### src/rtl/fp_mult_arbiter.sv
// Round-robin arbiter sharing one multi-cycle FP multiplier between two requesters.
// Latches the winner's operands, holds them for LATENCY cycles, then returns result and flags.
//
// state | meaning
// IDLE  | waiting for a request; grant is combinational
// BUSY  | operands held on the multiplier; counter runs down to 0
// RESP  | result and flags presented to the owner until it takes them
module fp_mult_arbiter #(
  parameter int WIDTH   = 32,
  parameter int LATENCY = 33,
  parameter int CNT_W   = 8
) (
  input  logic             clk,
  input  logic             reset,
  input  logic             req_valid0,
  input  logic             req_valid1,
  input  logic [WIDTH-1:0] req_a0,
  input  logic [WIDTH-1:0] req_b0,
  input  logic [WIDTH-1:0] req_a1,
  input  logic [WIDTH-1:0] req_b1,
  output logic             req_ready0,
  output logic             req_ready1,
  output logic             rsp_valid0,
  output logic             rsp_valid1,
  input  logic             rsp_ready0,
  input  logic             rsp_ready1,
  output logic [WIDTH-1:0] rsp_result,
  output logic             rsp_overflow,
  output logic             rsp_exception,
  output logic [WIDTH-1:0] mult_a,
  output logic [WIDTH-1:0] mult_b,
  output logic             mult_en,
  input  logic [WIDTH-1:0] mult_result,
  input  logic             mult_overflow,
  input  logic             mult_exception,
  output logic             busy
);

  typedef enum logic [1:0] {IDLE, BUSY, RESP} state_e;

  localparam logic [CNT_W-1:0] CNT_LOAD = CNT_W'(LATENCY - 1);

  state_e           state_q, state_d;
  logic             prio_q, prio_d;
  logic             owner_q, owner_d;
  logic [CNT_W-1:0] cnt_q, cnt_d;
  logic [WIDTH-1:0] mult_a_q, mult_a_d;
  logic [WIDTH-1:0] mult_b_q, mult_b_d;
  logic [WIDTH-1:0] result_q, result_d;
  logic             ovf_q, ovf_d;
  logic             exc_q, exc_d;
  logic             grant0, grant1;

  // prio only matters when both requesters are valid in the same cycle
  assign grant0 = req_valid0 & (~req_valid1 | ~prio_q);
  assign grant1 = req_valid1 & (~req_valid0 | prio_q);

  always_ff @(posedge clk or negedge reset) begin
    if (!reset) begin
      state_q  <= IDLE;
      prio_q   <= 1'b0;
      owner_q  <= 1'b0;
      cnt_q    <= '0;
      mult_a_q <= '0;
      mult_b_q <= '0;
      result_q <= '0;
      ovf_q    <= 1'b0;
      exc_q    <= 1'b0;
    end else begin
      state_q  <= state_d;
      prio_q   <= prio_d;
      owner_q  <= owner_d;
      cnt_q    <= cnt_d;
      mult_a_q <= mult_a_d;
      mult_b_q <= mult_b_d;
      result_q <= result_d;
      ovf_q    <= ovf_d;
      exc_q    <= exc_d;
    end
  end

  always_comb begin
    state_d  = state_q;
    prio_d   = prio_q;
    owner_d  = owner_q;
    cnt_d    = cnt_q;
    mult_a_d = mult_a_q;
    mult_b_d = mult_b_q;
    result_d = result_q;
    ovf_d    = ovf_q;
    exc_d    = exc_q;
    case (state_q)
      IDLE: begin
        if (grant0 | grant1) begin
          state_d  = BUSY;
          owner_d  = grant1;
          prio_d   = ~grant1;
          cnt_d    = CNT_LOAD;
          mult_a_d = grant1 ? req_a1 : req_a0;
          mult_b_d = grant1 ? req_b1 : req_b0;
        end
      end
      BUSY: begin
        if (cnt_q == '0) begin
          state_d  = RESP;
          result_d = mult_result;
          ovf_d    = mult_overflow;
          exc_d    = mult_exception;
        end else begin
          cnt_d = cnt_q - CNT_W'(1);
        end
      end
      RESP: begin
        if (owner_q ? rsp_ready1 : rsp_ready0) state_d = IDLE;
      end
      default: state_d = IDLE;
    endcase
  end

  always_comb begin
    req_ready0    = (state_q == IDLE) & grant0;
    req_ready1    = (state_q == IDLE) & grant1;
    rsp_valid0    = (state_q == RESP) & ~owner_q;
    rsp_valid1    = (state_q == RESP) & owner_q;
    mult_en       = (state_q == BUSY);
    busy          = (state_q != IDLE);
    mult_a        = mult_a_q;
    mult_b        = mult_b_q;
    rsp_result    = result_q;
    rsp_overflow  = ovf_q;
    rsp_exception = exc_q;
  end

endmodule
### config.mk
export PLATFORM = sky130hd
export DESIGN_NAME = fp_mult_arbiter
export DESIGN_NICKNAME = d
export VERILOG_FILES = /design/src/rtl/fp_mult_arbiter.sv
export SDC_FILE = /design/constraint.sdc
export NUM_CORES = 1
export LEC_CHECK = 0
export ABC_AREA = 0
export BUFFER_PORTS_ARGS = -buffer_cell sky130_fd_sc_hd__buf_2
export CAP_MARGIN = 30
export CELL_PAD_IN_SITES_DETAIL_PLACEMENT = 0
export CELL_PAD_IN_SITES_GLOBAL_PLACEMENT = 1
export CORE_MARGIN = 3
export CORE_UTILIZATION = 34
export CTS_BUF_LIST = sky130_fd_sc_hd__clkbuf_4 sky130_fd_sc_hd__clkbuf_8
export CTS_CLUSTER_DIAMETER = 80
export DETAILED_ROUTE_END_ITERATION = 12
export PLACE_DENSITY = 0.84
export SLEW_MARGIN = 20
export SYNTH_ARGS = -nofsm -noshare
export SYNTH_HDL_FRONTEND = slang
export SYNTH_SLANG_ARGS = --single-unit
### constraint.sdc
create_clock -name clk -period 2.1 [get_ports clk]
set_input_delay 0.42 -clock clk [delete_from_list [all_inputs] [get_ports clk]]
set_output_delay 0.42 -clock clk [all_outputs]
set_load 0.005 [all_outputs]
==> results.py, run 1 <==
metrics = {
    "route": {
        "routedWlPerCell_um": 17.44,
        "wl_um": 14420,
        "route.detailed.drc": 0,
        "dr_total_vias": 4076,
        "drt_iter0_markers": 170,
        "viasPerCell": 4.929,
        "dr.pass1.iters": 4,
        "ant_nets": 0,
    },
    "critical_path": {
        "rrSetupSlack_ns": 0.07,
        "rr_worst_depth": 5,
        "critPathKind": "register to register",
        "worstPathMaxFanout": 34,
        "cp-startpoint": "cnt_q[2]",
        "reg2reg_from": "cnt_q[2]",
        "required_ns": 2.37,
        "crit_end": "rsp_result[14]",
        "reg2reg_to": "rsp_result[14]",
        "cpPeakStageDelay_ns": 0.62,
        "end_kind": "register",
        "worstPathCellList": "or4_4 > nor3_4 > nand2_2 > buf_12 > mux2_4",
        "critPathArrivalTime_ns": 2.30,
        "cp-start-kind": "register",
        "slowest_stage": "or4_4",
    },
    "power": {
        "switchingPower_mw": 2.736,
        "vdd_drop_max_mv": 0.5552,
        "share_seq_of_total_power_pct": 45.1,
        "p_leak_nw": 3.596,
        "power_frac_comb_pct": 39.0,
        "internal-power_mw": 5.645,
        "clockPowerShare_pct": 15.9,
        "p_total_mw": 8.380,
        "powerDensity_nw_per_um2": 1252,
        "swShare_pct": 32.64,
    },
    "yosys": {
        "synthCells": 377,
        "synth-edff-count": 0,
        "synthArstFlopShare_pct": 100.0,
        "synth.area.top_cells": "dfrtp_1 (57%), mux2_4 (9.3%), a221o_1 (9.1%)",
        "synth.most_common_cell": "dfrtp_1",
        "yosys_warnings": 0,
        "syn_area_um2": 4843,
        "syn-num-nets": 547,
        "synth_commonest_cells": "dfrtp_1 (110), a221o_1 (44), and2_1 (43)",
        "synth-seq-cells": 110,
        "synth_largest_area_cell": "dfrtp_1",
        "syn_area_per_cell_um2": 12.85,
        "synth_top_area_share_pct": 56.83,
        "synth_flop_cell": "dfrtp_1",
        "synth_cell_types": 37,
        "yosysSeqAreaShare_pct": 56.83,
    },
    "cts": {
        "clk_path_buf_depth": 2,
        "cts_tree": "built",
        "cts_made_buffers": 9,
        "clock_latency_ns": 0.37,
        "htreeDepth": 3,
        "numClockSinks": 110,
        "cts.clk_slew.worst_paths_ns": 0.10,
        "clock-root-buffer": "clkbuf_8",
    },
    "run": {
        "cap_violations": 0,
    },
    "layout": {
        "area_growth_pct": 38.23,
        "fin_nets": 816,
        "diodes": 0,
        "drive_gt1_share_pct": 52.53,
    },
    "sta": {
        "worst_pin_slew_ns": 0.5078,
        "fin_crit_sh_pct": 96.72,
        "slew_headroom_pct": 66.14,
        "fin_crit_ns": 2.031,
        "drv_slew": 0,
        "worst_clock_skew_ns": 0.004860,
        "hold_violations": 0,
        "fmax_mhz": 492.4,
        "setup_viol": 0,
        "rsz0062_at_grt": "true",
        "tns_ns": 0,
        "whs_ns": 0.2652,
    },
    "grt": {
        "grt_use_met1_pct": 22.37,
        "grt-busiest-layer": "met2",
        "grtUsageTotal_pct": 18.45,
        "grt_util_met3_pct": 6.311,
        "first_global_vias": 4387,
        "antenna_found_initial": 0,
        "grt_util_met2_pct": 31.76,
        "overflow": 0,
        "grt_pass1_wl_um": 23330,
        "grt_max_degree": 70,
    },
    "status": {
        "status": "finished clean",
    },
    "floorplanning": {
        "pin_count": 272,
        "dieArea_um2": 15710,
        "die_y_um": 125.4,
        "rows": 42,
        "fp.dieW_um": 125.4,
        "core_um2": 13560,
        "start_util_pct": 35.72,
    },
    "hold_path": {
        "hold_path_startpoint": "req_b1[22]",
        "hp-class": "input port to register",
    },
    "place": {
        "dp_hpwl_um": 10830,
        "io_buffers": 271,
        "gp_congestion": 0.7803,
    },
}
-- registers in the layout, indices dropped and copies added (netlist names) --
register       flops
mult_a            32
rsp_overflow       1
prio_q             1
mult_b            32
cnt_q              8
rsp_exception      1
state_q            2
owner_q            1
rsp_result        32
-- critical path: cells and delay by family (launching register included) --
| kind | cells | cell delay (ns) |
|---|---|---|
| buf+inv | 1 | 0.20 |
| simple gates | 3 | 0.95 |
| mux | 1 | 0.32 |
| flops | 1 | 0.43 |
-- power by group through the flow --
stage | sequential, mW | combinational [mW] | clock (mW)
detailed placement | 3.78 | 3.32 | 0
global route | 3.92 | 3.60 | 1.47
finish | 3.78 | 3.27 | 1.33
global placement | 3.76 | 3.20 | 0
CTS | 3.78 | 3.32 | 1.38
floorplan | 3.80 | 1.64 | 0
-- cell families (layout without fill, tap and decap cells) --
group                    after synthesis  after routing  share of synthesized area [%]
AND/OR/NAND/NOR                       91             91                          10.59
AO/OA/AOI/OAI                         86             86                          14.41
multiplexers                          55             55                          14.57
adder cells (fa/ha/maj)                2              2                         0.5166
buffers and inverters                 33            307                          3.074
flip-flops                           110            110                          56.83
-- worst min path at each step --
stage / endpoint / slack [ns] / cells past startpoint
finish: mult_b[22] / 0.27 / 2
global route: rsp_result[9] / 0.22 / 2
CTS: mult_a[18] / 0.23 / 2
detailed placement: rsp_result[26] / 0.41 / 1
global placement: rsp_result[24] / 0.39 / 1
floorplan: cnt_q[0] / 0.12 / 0
-- through the flow --
| step | setup WS, ns | instance area, um2 | util [%] | cells |
|---|---|---|---|---|
| 5_1_grt | -0.004117 | 6695 | 49.38 | 827 |
| 3_5_place_dp | 0.09611 | 6467 | 47.70 | 810 |
| 6_report | 0.06896 | 6695 | 49.38 | 827 |
| 2_1_floorplan | 0.1905 | 4843 | - | 377 |
| 3_3_place_gp | 0.1523 | 6467 | 47.70 | 810 |
| 4_1_cts | 0.06987 | 6681 | 49.28 | 827 |
-- routing by layer --
| metal | routed length (um) | share of wire (%) |
|---|---|---|
| met1 | 5773 | 40 |
| met2 | 7278 | 50 |
| met5 | 0 | 0 |
| met3 | 1210 | 8.4 |
| met4 | 160 | 1.1 |
-- repair_timing --
item | 4_1_cts | 5_1_grt
hold buffers | 1 | 0
setup buffers | 0 | 0
endpoints found under the setup margin | 0 | 5
gates resized for setup | 0 | 2
hold endpoints to repair | 32 | 0
-- area by class of cell --
cell class | count | area [um2]
sequential | 110 | 2753
inverter | 11 | 41.29
timing repair buffer | 280 | 1479
fill | 1253 | 6863
multi-input combinational | 234 | 1998
clock inverter | 3 | 43.79
clock buffer | 13 | 160.2
tap | 176 | 220.2
-- layout by cell type (no fill, tap or decap), types with 2 or more instances in the layout --
cell and count:
or3_1 4, o21ai_0 23, nor3_1 3, inv_1 10, mux2_4 30, nand2_1 24
and2_1 43, buf_4 5, mux2i_1 21, dfrtp_1 110, buf_2 270, a21oi_1 6
o21ai_4 2, nor2_1 4, o31ai_1 3, or4_1 2, buf_12 4, ha_1 2
mux2_2 4, clkbuf_4 3, a221o_1 44, clkbuf_8 10
Note: power is estimated with default switching activity, not from simulation.
==> run 2: changes to the inputs <==
--- a/config.mk
+++ b/config.mk
@@ -11,11 +11,11 @@
 export CELL_PAD_IN_SITES_DETAIL_PLACEMENT = 0
 export CELL_PAD_IN_SITES_GLOBAL_PLACEMENT = 1
 export CORE_MARGIN = 3
-export CORE_UTILIZATION = 34
+export CORE_UTILIZATION = 37
 export CTS_BUF_LIST = sky130_fd_sc_hd__clkbuf_4 sky130_fd_sc_hd__clkbuf_8
 export CTS_CLUSTER_DIAMETER = 80
 export DETAILED_ROUTE_END_ITERATION = 12
-export PLACE_DENSITY = 0.84
+export PLACE_DENSITY = 0.9
 export SLEW_MARGIN = 20
 export SYNTH_ARGS = -nofsm -noshare
 export SYNTH_HDL_FRONTEND = slang
==> constraint.sdc (replaced) <==
create_clock -name clk -period 2.51 [get_ports clk]
set_input_delay 0.502 -clock clk [delete_from_list [all_inputs] [get_ports clk]]
set_output_delay 0.502 -clock clk [all_outputs]
set_load 0.005 [all_outputs]
==> results.py, run 2 (synthesis results as in run 1) <==
metrics = {
    "status": {
        "status": "finished clean",
    },
    "power": {
        "power_frac_comb_pct": 38.5,
        "swShare_pct": 32.66,
        "share_seq_of_total_power_pct": 45.8,
        "p_leak_nw": 3.566,
        "clockPowerShare_pct": 15.7,
        "internal-power_mw": 4.678,
        "p_total_mw": 6.947,
        "powerDensity_nw_per_um2": 1044,
        "vdd_drop_max_mv": 0.3488,
        "switchingPower_mw": 2.269,
    },
    "sta": {
        "hold_violations": 0,
        "tns_ns": 0,
        "drv_slew": 0,
        "worst_clock_skew_ns": 0.01251,
        "fin_crit_sh_pct": 84.76,
        "fin_crit_ns": 2.127,
        "rsz0062_at_grt": "false",
        "worst_pin_slew_ns": 0.5879,
        "fmax_mhz": 470.0,
        "setup_viol": 0,
        "fin_ws_ns": 0.3826,
        "slew_headroom_pct": 60.81,
    },
    "critical_path": {
        "cp-startpoint": "cnt_q[2]",
        "slowest_stage": "or4_4",
        "required_ns": 2.76,
        "rr_worst_depth": 5,
        "crit_end": "rsp_result[25]",
        "reg2reg_from": "cnt_q[2]",
        "worstPathMaxFanout": 34,
        "reg2reg_to": "rsp_result[25]",
        "path_buf_inv": 1,
        "critPathArrivalTime_ns": 2.37,
        "cp.depth": 5,
        "rrSetupSlack_ns": 0.38,
        "worstPathCellList": "or4_4 > nor3_4 > nand2_2 > buf_4 > mux2_4",
        "crit_family": "simple AND/OR/NAND/NOR gates",
        "critPathKind": "register to register",
        "cp-start-kind": "register",
        "end_kind": "register",
        "cpPeakStageDelay_ns": 0.60,
    },
    "cts": {
        "cts_resized": 0,
        "clk_path_buf_depth": 2,
        "cts.clk_slew.worst_paths_ns": 0.10,
        "numClockSinks": 110,
        "htreeDepth": 3,
        "cts_setup_buffers": 0,
        "clock_latency_ns": 0.37,
        "cts.hold.buffers_added": 0,
        "cts_made_buffers": 9,
        "cts_tree": "built",
        "clock-root-buffer": "clkbuf_8",
    },
    "floorplanning": {
        "rows": 41,
        "core_um2": 12720,
        "die_y_um": 120.4,
        "dieArea_um2": 14500,
        "start_util_pct": 38.07,
        "fp.dieW_um": 120.4,
        "pin_count": 272,
    },
    "grt": {
        "grtUsageTotal_pct": 17.86,
        "grt_pass1_wl_um": 20650,
        "antenna_found_initial": 0,
        "overflow": 0,
        "grt_max_degree": 53,
        "first_global_vias": 4134,
    },
    "place": {
        "io_buffers": 271,
        "dp.cells": 807,
        "gp_congestion": 0.8634,
        "dp_hpwl_um": 10300,
        "place_ws_ns": 0.3957,
    },
    "layout": {
        "layout_common_cells": "buf_2 (270), dfrtp_1 (110), a221o_1 (44)",
        "stdcell_count": 823,
        "diodes": 0,
        "drive_gt1_share_pct": 52.53,
        "fin_util_pct": 52.29,
        "fin_nets": 816,
        "area_growth_pct": 37.35,
        "layout_commonest_cell": "buf_2",
    },
    "route": {
        "dr.pass1.iters": 5,
        "routedWlPerCell_um": 16.21,
        "wl_um": 13340,
        "drt_iter0_markers": 196,
        "route.detailed.drc": 0,
        "viasPerCell": 4.936,
        "ant_nets": 0,
        "dr_total_vias": 4062,
    },
    "run": {
        "cap_violations": 0,
    },
    "hold_path": {
        "hp-class": "input port to asynchronous set/reset pin",
    },
}
-- run 2: cell count changes in the layout (fill, tap and decap cells not counted), sizes merged --
cell and delta:
buf +1, clkbuf -3, clkinv -1, clkinvlp +3, dlygate4sd3 -1, inv +1
-- run 2: worst min path at each step --
| stage | end | cells after the start | slack (ns) |
|---|---|---|---|
| 2_1_floorplan | cnt_q[0] | 0 | 0.21 |
| 3_3_place_gp | mult_a[9] | 2 | 0.46 |
| 3_5_place_dp | mult_a[9] | 2 | 0.47 |
| 4_1_cts | mult_a[9] | 1 | 0.07 |
| 5_1_grt | rsp_result[0] | 1 | 0.08 |
| 6_report | rsp_result[0] | 1 | 0.07 |
-- run 2: worst reg2reg max path, delay by kind of cell, from the launching register on --
family | cells | cell delay (ns)
mux | 1 | 0.39
simple gates | 3 | 0.90
flops | 1 | 0.41
buf+inv | 1 | 0.31
-- run 2: per-stage QoR --
stage	hold WS [ns]	area [um2]
detailed placement	0.4667	6445
global placement	0.4577	6445
global route	0.08355	6653
finish	0.07092	6653
floorplan	0.2064	4843
CTS	0.07105	6653
-- run 2: power by group through the flow --
stage,Sequential [mW],Clock [mW],Combinational [mW]
5_1_grt,3.29,1.21,2.94
3_3_place_gp,3.17,0,2.62
6_report,3.18,1.09,2.67
2_1_floorplan,3.18,0,1.37
3_5_place_dp,3.18,0,2.74
4_1_cts,3.18,1.14,2.72
-- run 2: layout make-up --
type	instances	area, um2
Fill cell	1185	6070
Sequential cell	110	2753
Multi-Input combinational cell	234	1984
Timing Repair Buffer	280	1451
Tap cell	172	215.2
Clock buffer	10	137.6
Clock inverter	6	70.07
Inverter	11	41.29
-- run 2: metal layers --
layer	global-route usage, %	vias to the layer above	wire length (um)
met4	6.232	0	243
met3	4.958	17	1047
met5	0	-	0
met1	22.46	1946	5503
met2	29.65	180	6544
li1	-	1919	-
